--- src/rtl/onehot_pkg.sv ---
// Shared helpers for the one-hot state monitor: reset code and the
// one-hot legality / binary-encode functions. Vectors are handled at
// MAX_STATES width and callers zero-extend into them.
package onehot_pkg;

    localparam int MAX_STATES = 64;
    localparam int MAX_IDX_W  = 6;

    // Reset code of the monitored FSM: LSB set.
    localparam logic [MAX_STATES-1:0] ST_RST = 'h01;

    // Exactly one bit set: non-zero and clearing the lowest set bit leaves zero.
    function automatic logic is_onehot(input logic [MAX_STATES-1:0] vec);
        return (vec != '0) && ((vec & (vec - MAX_STATES'(1))) == '0);
    endfunction

    // OR-reduction encoder. It is exact for legal one-hot input and harmless otherwise,
    // because callers only use the result when is_onehot() holds.
    function automatic logic [MAX_IDX_W-1:0] onehot_to_bin(input logic [MAX_STATES-1:0] vec);
        logic [MAX_IDX_W-1:0] idx;
        idx = '0;
        for (int i = 0; i < MAX_STATES; i++) begin
            if (vec[i]) idx = idx | MAX_IDX_W'(i);
        end
        return idx;
    endfunction

endpackage

--- src/rtl/onehot_enc.sv ---
// Combinational one-hot to binary encoder with a legality flag.
// NUM_STATES must not exceed onehot_pkg::MAX_STATES.
module onehot_enc
    import onehot_pkg::*;
#(
    parameter int NUM_STATES = 3
) (
    input  logic [NUM_STATES-1:0]         vec,
    output logic [$clog2(NUM_STATES)-1:0] bin,
    output logic                          legal
);

    localparam int IDX_W = $clog2(NUM_STATES);

    logic [MAX_STATES-1:0] vec_ext;

    assign vec_ext = MAX_STATES'(vec);
    assign legal   = is_onehot(vec_ext);
    assign bin     = IDX_W'(onehot_to_bin(vec_ext));

endmodule

--- src/rtl/onehot_state_monitor.sv ---
// Passive observer of a one-hot FSM state register. It samples the
// vector, encodes it, flags illegal codes, pulses on transitions and
// counts a saturating dwell time.
// Optional trace buffer: define ONEHOT_MON_TRACE_EN to add
// trace_idx/trace_state and a 4-deep history of legal states entered.
module onehot_state_monitor
    import onehot_pkg::*;
#(
    parameter int NUM_STATES = 3,
    parameter int CNT_W      = 8,
    parameter int TIMEOUT    = 200
) (
    input  logic                          clk,
    input  logic                          CLRN,
    input  logic [NUM_STATES-1:0]         state,
    input  logic                          clr_err,
`ifdef ONEHOT_MON_TRACE_EN
    input  logic [1:0]                    trace_idx,
    output logic [$clog2(NUM_STATES)-1:0] trace_state,
`endif
    output logic [$clog2(NUM_STATES)-1:0] enc_state,
    output logic                          enc_vld,
    output logic                          trans,
    output logic [CNT_W-1:0]              dwell_cnt,
    output logic                          illegal,
    output logic                          err_sticky,
    output logic                          timeout
);

    localparam int                    IDX_W   = $clog2(NUM_STATES);
    localparam logic [NUM_STATES-1:0] RST_VEC = ST_RST[NUM_STATES-1:0];
    localparam logic [CNT_W-1:0]      CNT_MAX = '1;
    localparam logic [CNT_W-1:0]      TO_VAL  = CNT_W'(TIMEOUT);

    logic [NUM_STATES-1:0] st_q;
    logic [NUM_STATES-1:0] st_prv;
    logic [IDX_W-1:0]      enc_bin;
    logic [IDX_W-1:0]      enc_last;
    logic                  enc_legal;

    onehot_enc #(.NUM_STATES(NUM_STATES)) u_enc (
        .vec   (st_q),
        .bin   (enc_bin),
        .legal (enc_legal)
    );

    // Two-deep sample pipeline. Reset loads the FSM reset code into both
    // stages, so no transition is seen right after reset.
    always_ff @(posedge clk or negedge CLRN) begin
        if (!CLRN) begin
            st_q   <= RST_VEC;
            st_prv <= RST_VEC;
        end else begin
            st_q   <= state;
            st_prv <= st_q;
        end
    end

    // Remember the last legal index so enc_state stays meaningful across illegal codes.
    always_ff @(posedge clk or negedge CLRN) begin
        if (!CLRN)          enc_last <= '0;
        else if (enc_legal) enc_last <= enc_bin;
    end

    // Dwell counter restarts on any raw-vector change and saturates at all-ones.
    always_ff @(posedge clk or negedge CLRN) begin
        if (!CLRN)                    dwell_cnt <= '0;
        else if (trans)               dwell_cnt <= '0;
        else if (dwell_cnt != CNT_MAX) dwell_cnt <= dwell_cnt + CNT_W'(1);
    end

    // Sticky error: setting wins over clearing when both occur in the same cycle.
    always_ff @(posedge clk or negedge CLRN) begin
        if (!CLRN)        err_sticky <= 1'b0;
        else if (illegal) err_sticky <= 1'b1;
        else if (clr_err) err_sticky <= 1'b0;
    end

    assign illegal   = ~enc_legal;
    assign enc_vld   = enc_legal;
    assign enc_state = enc_legal ? enc_bin : enc_last;
    assign trans     = (st_q != st_prv);
    assign timeout   = enc_legal & (dwell_cnt >= TO_VAL);

`ifdef ONEHOT_MON_TRACE_EN
    logic [3:0][IDX_W-1:0] trace_buf;

    // Shift in each newly entered legal state. Entry 0 holds the newest one.
    always_ff @(posedge clk or negedge CLRN) begin
        if (!CLRN)                  trace_buf <= '0;
        else if (trans && enc_legal) trace_buf <= {trace_buf[2:0], enc_bin};
    end

    assign trace_state = trace_buf[trace_idx];
`endif

endmodule
--- config.mk ---
export PLATFORM = sky130hd
export DESIGN_NAME = onehot_state_monitor
export DESIGN_NICKNAME = d
export VERILOG_FILES = /design/src/rtl/onehot_pkg.sv /design/src/rtl/onehot_enc.sv /design/src/rtl/onehot_state_monitor.sv
export SDC_FILE = /design/constraint.sdc
export NUM_CORES = 1
export LEC_CHECK = 0
export ABC_CLOCK_PERIOD_IN_PS = 3700
export CORE_MARGIN = 8
export CORE_UTILIZATION = 25
export DETAILED_ROUTE_END_ITERATION = 6
export GPL_TIMING_DRIVEN = 0
export PLACE_DENSITY = 0.58
export REMOVE_ABC_BUFFERS = 1
export SYNTH_ARGS = -nofsm -noshare
export SYNTH_HDL_FRONTEND = slang
export SYNTH_HIERARCHICAL = 1
export SYNTH_SLANG_ARGS = --single-unit
--- constraint.sdc ---
create_clock -name clk -period 3.7 [get_ports clk]
set_clock_uncertainty 0.15 [all_clocks]
set_input_delay 0.555 -clock clk [delete_from_list [all_inputs] [get_ports clk]]
set_output_delay 0.555 -clock clk [all_outputs]
set_load 0.01 [all_outputs]
==> flow_metrics.env, run 1 <==
export IMPL_routed_wirelength_mm=1.702
export IMPL_grt_usage=0.07281
export IMPL_arrival_ps=2020
export IMPL_vias=594
export IMPL_netlist_area_leader_share=0.4823
export IMPL_worstMarginPinSlew_ps=752.0
export IMPL_synthMuxAreaShare=0.02894
export IMPL_die_width_um=71.80
export IMPL_seq_area_frac_synth=0.5498
export IMPL_pwr_share_clk=0.276
export IMPL_hold_violations=0
export IMPL_first_iter_violations=8
export IMPL_crit_path_top_delay_cell="clkdlybuf4s50_1"
export IMPL_yosys_area_share_simple=0.1624
export IMPL_regArea_um2=427.9
export IMPL_ant_nets=0
export IMPL_use_met2=0.1073
export IMPL_numCtsBuffers=3
export IMPL_min_path_type="reg2reg"
export IMPL_grt_overflow_total=0
export IMPL_max_vdd_ir_drop_mv=0.2522
export IMPL_fin_nets=100
export IMPL_yosys_area_top_type="dfrtp_1"
export IMPL_synthCells=69
export IMPL_slew_limit_headroom=0.4971
export IMPL_clockBufferDepth=2
export IMPL_ys_ff_latch=17
export IMPL_htree_levels=1
export IMPL_p_leak_uw=0.0003984
export IMPL_start_util=0.2592
export IMPL_io_pins=21
export IMPL_synth_area_um2=778.2
export IMPL_path_buf_inv=2
export IMPL_syn_avg_cell_area_um2=11.28
export IMPL_cts_sinks=17
export IMPL_worstSetupStartpointType="flip-flop"
export IMPL_fin_crit_sh=0.7363
export IMPL_drv_cap=0
export IMPL_portBuffers=20
export IMPL_p_comb_frac=0.138
export IMPL_clkTransAtPathRegs_ps=90
export IMPL_cp_cell_sequence="o21ai_0 > o21a_1 > inv_1 > nor3_1 > clkdlybuf4s50_1"
export IMPL_num_fill_cells=317
export IMPL_grt_pass1_wl_mm=2.925
export IMPL_multiInputGateArea_um2=320.3
export IMPL_synth_top_family_by_area="simple AND/OR/NAND/NOR gates"
export IMPL_critPathMaxStageDelay_ps=570
export IMPL_antenna_found_initial=0
export IMPL_wl_per_cell_um=13.73
export IMPL_ys_warn_count=6
export IMPL_tritoncts="yes"
export IMPL_n_antenna_cell=0
export IMPL_synthAdderAreaFrac=0.03215
export IMPL_p_int_uw=263.4
export IMPL_via_per_inst=4.790
export IMPL_synth_compound_area_share=0.1431
export IMPL_clockRootBuffer="clkbuf_4"
export IMPL_top_usage_layer="met2"
export IMPL_grt_util_met1=0.08905
export IMPL_power_frac_seq=0.586
export IMPL_power_density_mw_per_mm2=332.9
export IMPL_area_growth_pct=32.48
export IMPL_drc=0
export IMPL_clock_latency_ps=280
export IMPL_finalMaxSlewViolations=0
export IMPL_switching_share=0.2324
export IMPL_synth_distinct_cells=29
export IMPL_outcome="complete, no violations"
export IMPL_layout_drive_gt1_share=0.08791
export IMPL_fmax_mhz=367.0
export IMPL_firstDrtPassIters=4
export IMPL_synth_xor_area_frac=0.04502
export IMPL_required_ps=2990
export IMPL_finalSetupViolCount=0
export IMPL_regToRegSetupSlack_ps=2120
export IMPL_synth_area_leaders="dfrtp_1 (48%), dfstp_2 (6.8%), xnor2_1 (3.4%), a21oi_1 (3.2%), ha_1 (3.2%)"
export IMPL_rows=20
export IMPL_ctsResizeCount=0
export IMPL_hpwl_mm=1.274
export IMPL_p_switching_uw=79.75
export IMPL_path_max_fanout=5
export IMPL_die_height_um=71.80
export IMPL_routabilityCongestion=0.8033
export IMPL_fin_util=0.3433
export IMPL_final_setup_tns_ps=0
export IMPL_post_cts_buffers=0
export IMPL_grt_max_degree=18
export IMPL_hold_buffers=0
export IMPL_core_mm2=0.003003
export IMPL_rsz0062_at_grt="false"
export IMPL_min_period_ps=2724
export IMPL_hold_ws_ps=244.2
export IMPL_crit_family="buffers and inverters"
export IMPL_grt_pass1_vias=596
export IMPL_die_area_mm2=0.005155
export IMPL_cp_end_kind="primary output"
export IMPL_met3_usage=0.03068
export IMPL_worstSetupPathType="reg2out"
[kinds of logic after synthesis]
group           after synthesis
simple gates                 21
compound gates               17
flops                        17
buf+inv                       6
xor+xnor                      4
mux                           2
fa+ha+maj                     2
[state kept, by name, indices dropped and copies added, names as in the netlist]
| signal | cells |
|---|---|
| dwell_cnt | 8 |
| err_sticky | 1 |
| st_q | 3 |
| st_prv | 3 |
| enc_last | 2 |
[cells in the mapped netlist]
library cell and n:
dfrtp_1 15, a21oi_1 5, inv_1 4, nor3_1 4, a211oi_1 3, a31oi_1 3, nand3_1 3, xnor2_1 3
and2_1 2, buf_4 2, dfstp_2 2, ha_1 2, mux2_1 2, nand2_1 2, nor2_1 2, o21ai_0 2
a311oi_1 1, and2_4 1, and3_1 1, and4_1 1, and4_4 1, nand4_1 1, nor3_2 1, nor4_1 1
o2111a_1 1, o21a_1 1, o31ai_1 1, or2_1 1, xor2_1 1
[cell type report]
type / instances / share of cell area
Inverter: 4 / 0.01456
Tap cell: 33 / 0.04005
Multi-Input combinational cell: 46 / 0.3107
Timing Repair Buffer: 20 / 0.1942
Sequential cell: 17 / 0.4150
Clock buffer: 4 / 0.02549
[per-layer routing]
layer | up-vias | wire [um]
met5 | - | 0
met4 | 0 | 29
met3 | 5 | 89
met2 | 15 | 782
met1 | 277 | 801
li1 | 297 | -
[final timing paths]
path                            depth (start not counted)            to  startpoint
worst min-delay path                                    0     st_prv[0]     st_q[0]
max in group asynchronous                               1  dwell_cnt[1]        CLRN
worst max register to register                          3  dwell_cnt[7]     st_q[0]
worst min register to register                          0     st_prv[0]     st_q[0]
worst max-delay path                                    5       timeout     st_q[1]
min in group asynchronous                               1   enc_last[1]        CLRN
[cells in the final DEF, fill, tap and decap left out, drive strengths merged]
cell and instances:
nand2 2, and3 1, nor2 2, nor4 1, a21oi 5, a311oi 1
inv 4, nand3 3, xnor2 3, o2111a 1, ha 2, or2 1
nor3 5, xor2 1, a31oi 3, and2 3, dfstp 2, clkdlybuf4s50 20
o21a 1, o21ai 2, and4 2, o31ai 1, a211oi 3, dfrtp 15
mux2 2, nand4 1, clkbuf 4
[metrics by stage]
step                instances  setup WS (ps)  power (uW)  cell area [um^2]
floorplan                  67           1734       223.3             763.2
CTS                       124          916.7       353.0              1031
global placement          120           1287       252.9              1005
finish                    124          975.6       343.2              1031
detailed placement        120           1259       253.8              1005
global route              124          838.7       365.2              1031
[power groups by stage]
stage	clock network (uW)	logic [uW]	registers, uW
finish	94.6	47.3	201
global route	111	52.0	203
CTS	103	48.7	202
detailed placement	0	48.6	205
global placement	0	48.1	205
floorplan	0	18.4	205
Note: power is estimated with default switching activity, not from simulation.
==> inputs of run 2 (changes only) <==
Settings changed: ABC_CLOCK_PERIOD_IN_PS 3700 to 2280, PLACE_DENSITY 0.58 to 0.6.
Clock period 3.7 ns to 2.28 ns, I/O delays scaled along.
==> run 2 against run 1 <==
Against the previous run:
- register-to-register slack worse by 1400 ps
- critical endpoint unchanged
- first-iteration DRC count grew to 3.3 times the previous value
- critical path type unchanged
- total power rose by 69%
- sequential cell count stayed put
==> flow_metrics.env, run 2 (synthesis results as in run 1) <==
export IMPL_worstSetupStartpointType="flip-flop"
export IMPL_grt_pass1_wl_mm=3.160
export IMPL_io_pins=21
export IMPL_vias=648
export IMPL_via_per_inst=5.063
export IMPL_wl_per_cell_um=14.45
export IMPL_p_switching_uw=155.7
export IMPL_drv_cap=0
export IMPL_htree_levels=1
export IMPL_fin_crit_sh=0.9547
export IMPL_regMostFlops="dwell_cnt"
export IMPL_num_fill_cells=319
export IMPL_routabilityCongestion=0.8226
export IMPL_finalPower_uw=581.4
export IMPL_firstDrtPassIters=4
export IMPL_final_cell_mix="dfrtp_1 (15), clkdlybuf4s50_1 (15), a21oi_1 (5)"
export IMPL_pwr_share_clk=0.301
export IMPL_worstMarginPinSlew_ps=793.2
export IMPL_power_density_mw_per_mm2=547.9
export IMPL_routed_wirelength_mm=1.850
export IMPL_tritoncts="yes"
export IMPL_area_growth_pct=36.33
export IMPL_grt_overflow_total=0
export IMPL_n_antenna_cell=0
export IMPL_die_height_um=71.80
export IMPL_dr_wl_met2_um=902
export IMPL_cp_end_kind="primary output"
export IMPL_portBuffers=20
export IMPL_max_vdd_ir_drop_mv=0.2977
export IMPL_clkTransAtPathRegs_ps=120
export IMPL_top_regs="dwell_cnt x8, st_prv x3, st_q x3"
export IMPL_slew_limit_headroom=0.4696
export IMPL_layout_drive_gt1_share=0.1789
export IMPL_required_ps=1790
export IMPL_cts_sinks=17
export IMPL_rows=20
export IMPL_fin_nets=104
export IMPL_finalMaxSlewViolations=0
export IMPL_die_width_um=71.80
export IMPL_grt_max_degree=18
export IMPL_finalSetupViolCount=0
export IMPL_hpwl_mm=1.331
export IMPL_first_iter_violations=26
export IMPL_core_mm2=0.003003
export IMPL_drc=0
export IMPL_clock_latency_ps=300
export IMPL_clockBufferDepth=2
export IMPL_arrival_ps=1680
export IMPL_min_period_ps=2177
export IMPL_hold_ws_ps=251.9
export IMPL_start_util=0.2592
export IMPL_power_frac_seq=0.561
export IMPL_grt_usage=0.07621
export IMPL_path_max_fanout=5
export IMPL_worstSetupPathType="reg2out"
export IMPL_final_setup_tns_ps=0
export IMPL_outcome="complete, no violations"
export IMPL_largest_reg_flops=8
export IMPL_fmax_mhz=459.4
export IMPL_p_int_uw=425.6
export IMPL_place_area_mm2=0.001005
export IMPL_die_area_mm2=0.005155
export IMPL_ant_nets=0
export IMPL_min_path_type="reg2reg"
export IMPL_wl_met3_um=114
export IMPL_clockRootBuffer="clkbuf_4"
export IMPL_wirelength_met1_um=794
export IMPL_p_comb_frac=0.138
export IMPL_numCtsBuffers=3
export IMPL_p_leak_uw=0.0004309
export IMPL_grt_pass1_vias=685
export IMPL_stdcell_area_mm2=0.001061
export IMPL_switching_share=0.2679
export IMPL_hold_violations=0
export IMPL_antenna_found_initial=0
export IMPL_rsz0062_at_grt="false"
export IMPL_top_layer="met4"
==> run 2: changes by cell type in the layout (fill, tap and decap cells not counted), sizes merged <==
cell	change
dlygate4sd2	+2
clkbuf	+1
clkinvlp	+1
buf	+4
dlymetal6s2s	+1
clkdlybuf4s50	-5
==> run 2: repair_timing <==
| action | in CTS | in global routing |
|---|---|---|
| pin swaps | 0 | 1 |
| setup endpoints to repair | 5 | 4 |
| hold buffers | 0 | 0 |
| buffers inserted | 3 | 1 |
| gates resized for setup | 6 | 6 |
==> run 2: critical path, stage by stage (launching register included) <==
cell	delay [ps]
dfrtp_1	430
xor2_1	180
o21a_2	210
inv_1	70
nor3_1	200
dlygate4sd2_1	290
==> run 2: power by group through the flow <==
| stage | logic, uW | registers [uW] | clock network [uW] |
|---|---|---|---|
| 4_1_cts | 80.7 | 326 | 180 |
| 3_3_place_gp | 77.8 | 332 | 0 |
| 6_report | 80.0 | 326 | 175 |
| 2_1_floorplan | 29.9 | 332 | 0 |
| 5_1_grt | 88.0 | 329 | 192 |
| 3_5_place_dp | 79.4 | 333 | 0 |
==> run 2: layout make-up <==
class | instances | area [um^2] | share of cell area
clock buffer | 3 | 22.52 | 0.02123
tap | 33 | 41.29 | 0.03892
sequential | 17 | 427.9 | 0.4033
clock inverter | 1 | 7.507 | 0.007075
inverter | 4 | 15.01 | 0.01415
multi-input combinational | 46 | 326.6 | 0.3078
timing repair buffer | 24 | 220.2 | 0.2075
==> run 2: per-layer routing <==
| layer | vias to the layer above | GRT usage |
|---|---|---|
| met1 | 320 | 0.09291 |
| met4 | 0 | 0.05215 |
| met5 | - | 0 |
| met3 | 4 | 0.01674 |
| met2 | 21 | 0.1164 |
| li1 | 303 | - |
==> run 2: path summary, 6_finish.rpt <==
check / start / endpoint / slack, ps / cells past startpoint
hold / removal: st_q[0] / st_prv[0] / 250 / 0
setup reg to reg: dwell_cnt[1] / dwell_cnt[5] / 710 / 4
setup / recovery: st_q[2] / timeout / 100 / 5
hold reg to reg: st_q[0] / st_prv[0] / 250 / 0
min in group asynchronous: CLRN / enc_last[1] / 340 / 1
max in group asynchronous: CLRN / dwell_cnt[3] / 1140 / 1
==> run 2: per-stage QoR <==
stage,instances,setup WS [ps],utilization
3_3_place_gp,120,80.40,0.3346
6_report,128,103.3,0.3533
4_1_cts,127,15.18,0.3525
5_1_grt,128,3.302,0.3533
3_5_place_dp,120,43.08,0.3346
2_1_floorplan,67,526.5,-
==> inputs of run 3 (changes only) <==
Settings changed: RECOVER_POWER from default to 100.
==> run 3 against run 2 <==
Against the previous run:
- sequential power about the same
- via count unchanged
- total power decreased by 1.0%
- setup slack got worse by 2.0 ps
- register-to-register slack got worse by 20 ps
- clock power about the same
- non-clock buffer count unchanged
- sequential share of layout area increased by 0.53 points
- critical path type unchanged
- largest cell class unchanged
- highest routed layer unchanged
==> flow_metrics.env, run 3 (synthesis results as in run 1) <==
export IMPL_outcome="complete, no violations"
export IMPL_routed_wirelength_mm=1.830
export IMPL_start_util=0.2592
export IMPL_worstSetupPathType="reg2out"
export IMPL_drv_cap=0
export IMPL_regMostFlops="dwell_cnt"
export IMPL_core_mm2=0.003003
export IMPL_clockBufferDepth=2
export IMPL_cp_end_kind="primary output"
export IMPL_regToRegSetupSlack_ps=690
export IMPL_hpwl_mm=1.331
export IMPL_rsz0062_at_grt="false"
export IMPL_first_iter_violations=22
export IMPL_grt_pass1_vias=685
export IMPL_antenna_found_initial=0
export IMPL_multiInputGateArea_um2=321.6
export IMPL_area_growth_pct=34.57
export IMPL_grt_max_degree=18
export IMPL_firstDrtPassIters=4
export IMPL_n_antenna_cell=0
export IMPL_min_to="st_prv[0]"
export IMPL_clock_latency_ps=300
export IMPL_via_per_inst=5.063
export IMPL_final_common_cell="dfrtp_1"
export IMPL_stdcell_area_mm2=0.001047
export IMPL_top_regs="dwell_cnt x8, st_prv x3, st_q x3"
export IMPL_largest_reg_flops=8
export IMPL_fmax_mhz=459.0
export IMPL_top_usage_layer="met2"
export IMPL_fin_crit_sh=0.9555
export IMPL_met3_usage=0.01674
export IMPL_power_density_mw_per_mm2=549.4
export IMPL_use_met2=0.1164
export IMPL_grt_overflow_total=0
export IMPL_tritoncts="yes"
export IMPL_grt_pass1_wl_mm=3.160
export IMPL_min_path_type="reg2reg"
export IMPL_timing_rr_start="dwell_cnt[1]"
export IMPL_layout_drive_gt1_share=0.1263
export IMPL_final_cell_mix="dfrtp_1 (15), dlygate4sd3_1 (13), nor3_1 (5), a21oi_1 (5)"
export IMPL_min_path_cells=0
export IMPL_io_pins=21
export IMPL_drc=0
export IMPL_r2r_end="dwell_cnt[5]"
export IMPL_worstMarginPinSlew_ps=800.5
export IMPL_vias=648
export IMPL_cts_sinks=17
export IMPL_rows=20
export IMPL_htree_levels=1
export IMPL_die_height_um=71.80
export IMPL_wl_per_cell_um=14.30
export IMPL_clkTransAtPathRegs_ps=120
export IMPL_reg2reg_depth=4
export IMPL_portBuffers=20
export IMPL_min_period_ps=2179
export IMPL_min_delay_start="st_q[0]"
export IMPL_regArea_um2=427.9
export IMPL_ant_nets=0
export IMPL_max_vdd_ir_drop_mv=0.2940
export IMPL_p_leak_uw=0.0004391
export IMPL_worstSetupStartpointType="flip-flop"
export IMPL_finalMaxSlewViolations=0
export IMPL_path_max_fanout=5
export IMPL_fin_nets=104
export IMPL_finalSetupViolCount=0
export IMPL_arrival_ps=1690
export IMPL_clockRootBuffer="clkbuf_4"
export IMPL_final_setup_tns_ps=0
export IMPL_num_fill_cells=321
export IMPL_grt_usage=0.07621
export IMPL_grt_util_met1=0.09291
export IMPL_die_width_um=71.80
export IMPL_routabilityCongestion=0.8226
export IMPL_required_ps=1790
export IMPL_slew_limit_headroom=0.4646
export IMPL_die_area_mm2=0.005155
export IMPL_hold_buffers=0
export IMPL_hold_violations=0
export IMPL_numCtsBuffers=3
export IMPL_place_area_mm2=0.001005
## run 3: worst max path at each step
stage / startpoint / endpoint / slack (ps)
3_5_place_dp: st_q[1] / timeout / 40
6_report: st_q[2] / timeout / 100
4_1_cts: st_q[0] / enc_state[0] / 20
5_1_grt: st_q[2] / timeout / 2
3_3_place_gp: st_q[1] / timeout / 80
2_1_floorplan: st_q[1] / timeout / 530
## run 3: per-layer routing
layer,vias to the layer above,share of wire
li1,303,-
met1,323,0.42
met2,18,0.49
met3,4,0.062
met4,0,0.021
met5,-,0
## run 3: worst max-delay path: stages (launching register included)
cell and delay (ps):
dfrtp_1 430, xor2_1 180, o21a_2 210, inv_1 70
nor3_1 200, dlygate4sd2_1 290
## run 3: stage by stage
step | utilization | hold slack, ps | power (uW) | std cells | setup WS (ps)
global placement | 0.3346 | 230.8 | 410.1 | 120 | 80.40
global route | 0.3488 | 305.3 | 602.4 | 128 | 1.976
finish | 0.3488 | 276.4 | 575.3 | 128 | 101.3
floorplan | - | -103.6 | 362.4 | 67 | 526.5
detailed placement | 0.3346 | 236.2 | 412.3 | 120 | 43.08
CTS | 0.3525 | 253.5 | 586.9 | 127 | 15.18
## run 3: what timing repair did
action                     CTS  global route
buffers inserted             3             1
pin swaps                    0             1
gates resized for setup      6             6
setup endpoints to repair    5             4
## run 3: final cells by class
cell class / count / share of cell area
clock inverters: 1 / 0.007168
clock buffers: 3 / 0.02151
flip-flops and latches: 17 / 0.4086
well taps: 33 / 0.03943
multi-input cells: 46 / 0.3070
repair buffers: 24 / 0.2019
inverters: 4 / 0.01434
## run 3: report_power, final
part / switching [uW] / leakage [uW] / total [uW] / internal, uW
Combinational: 37.9 / 0.000213 / 74.7 / 36.8
Sequential: 9.08 / 0.000212 / 326 / 317
Clock: 108 / 0.0000139 / 175 / 66.7
Total: 155 / 0.000439 / 575 / 420
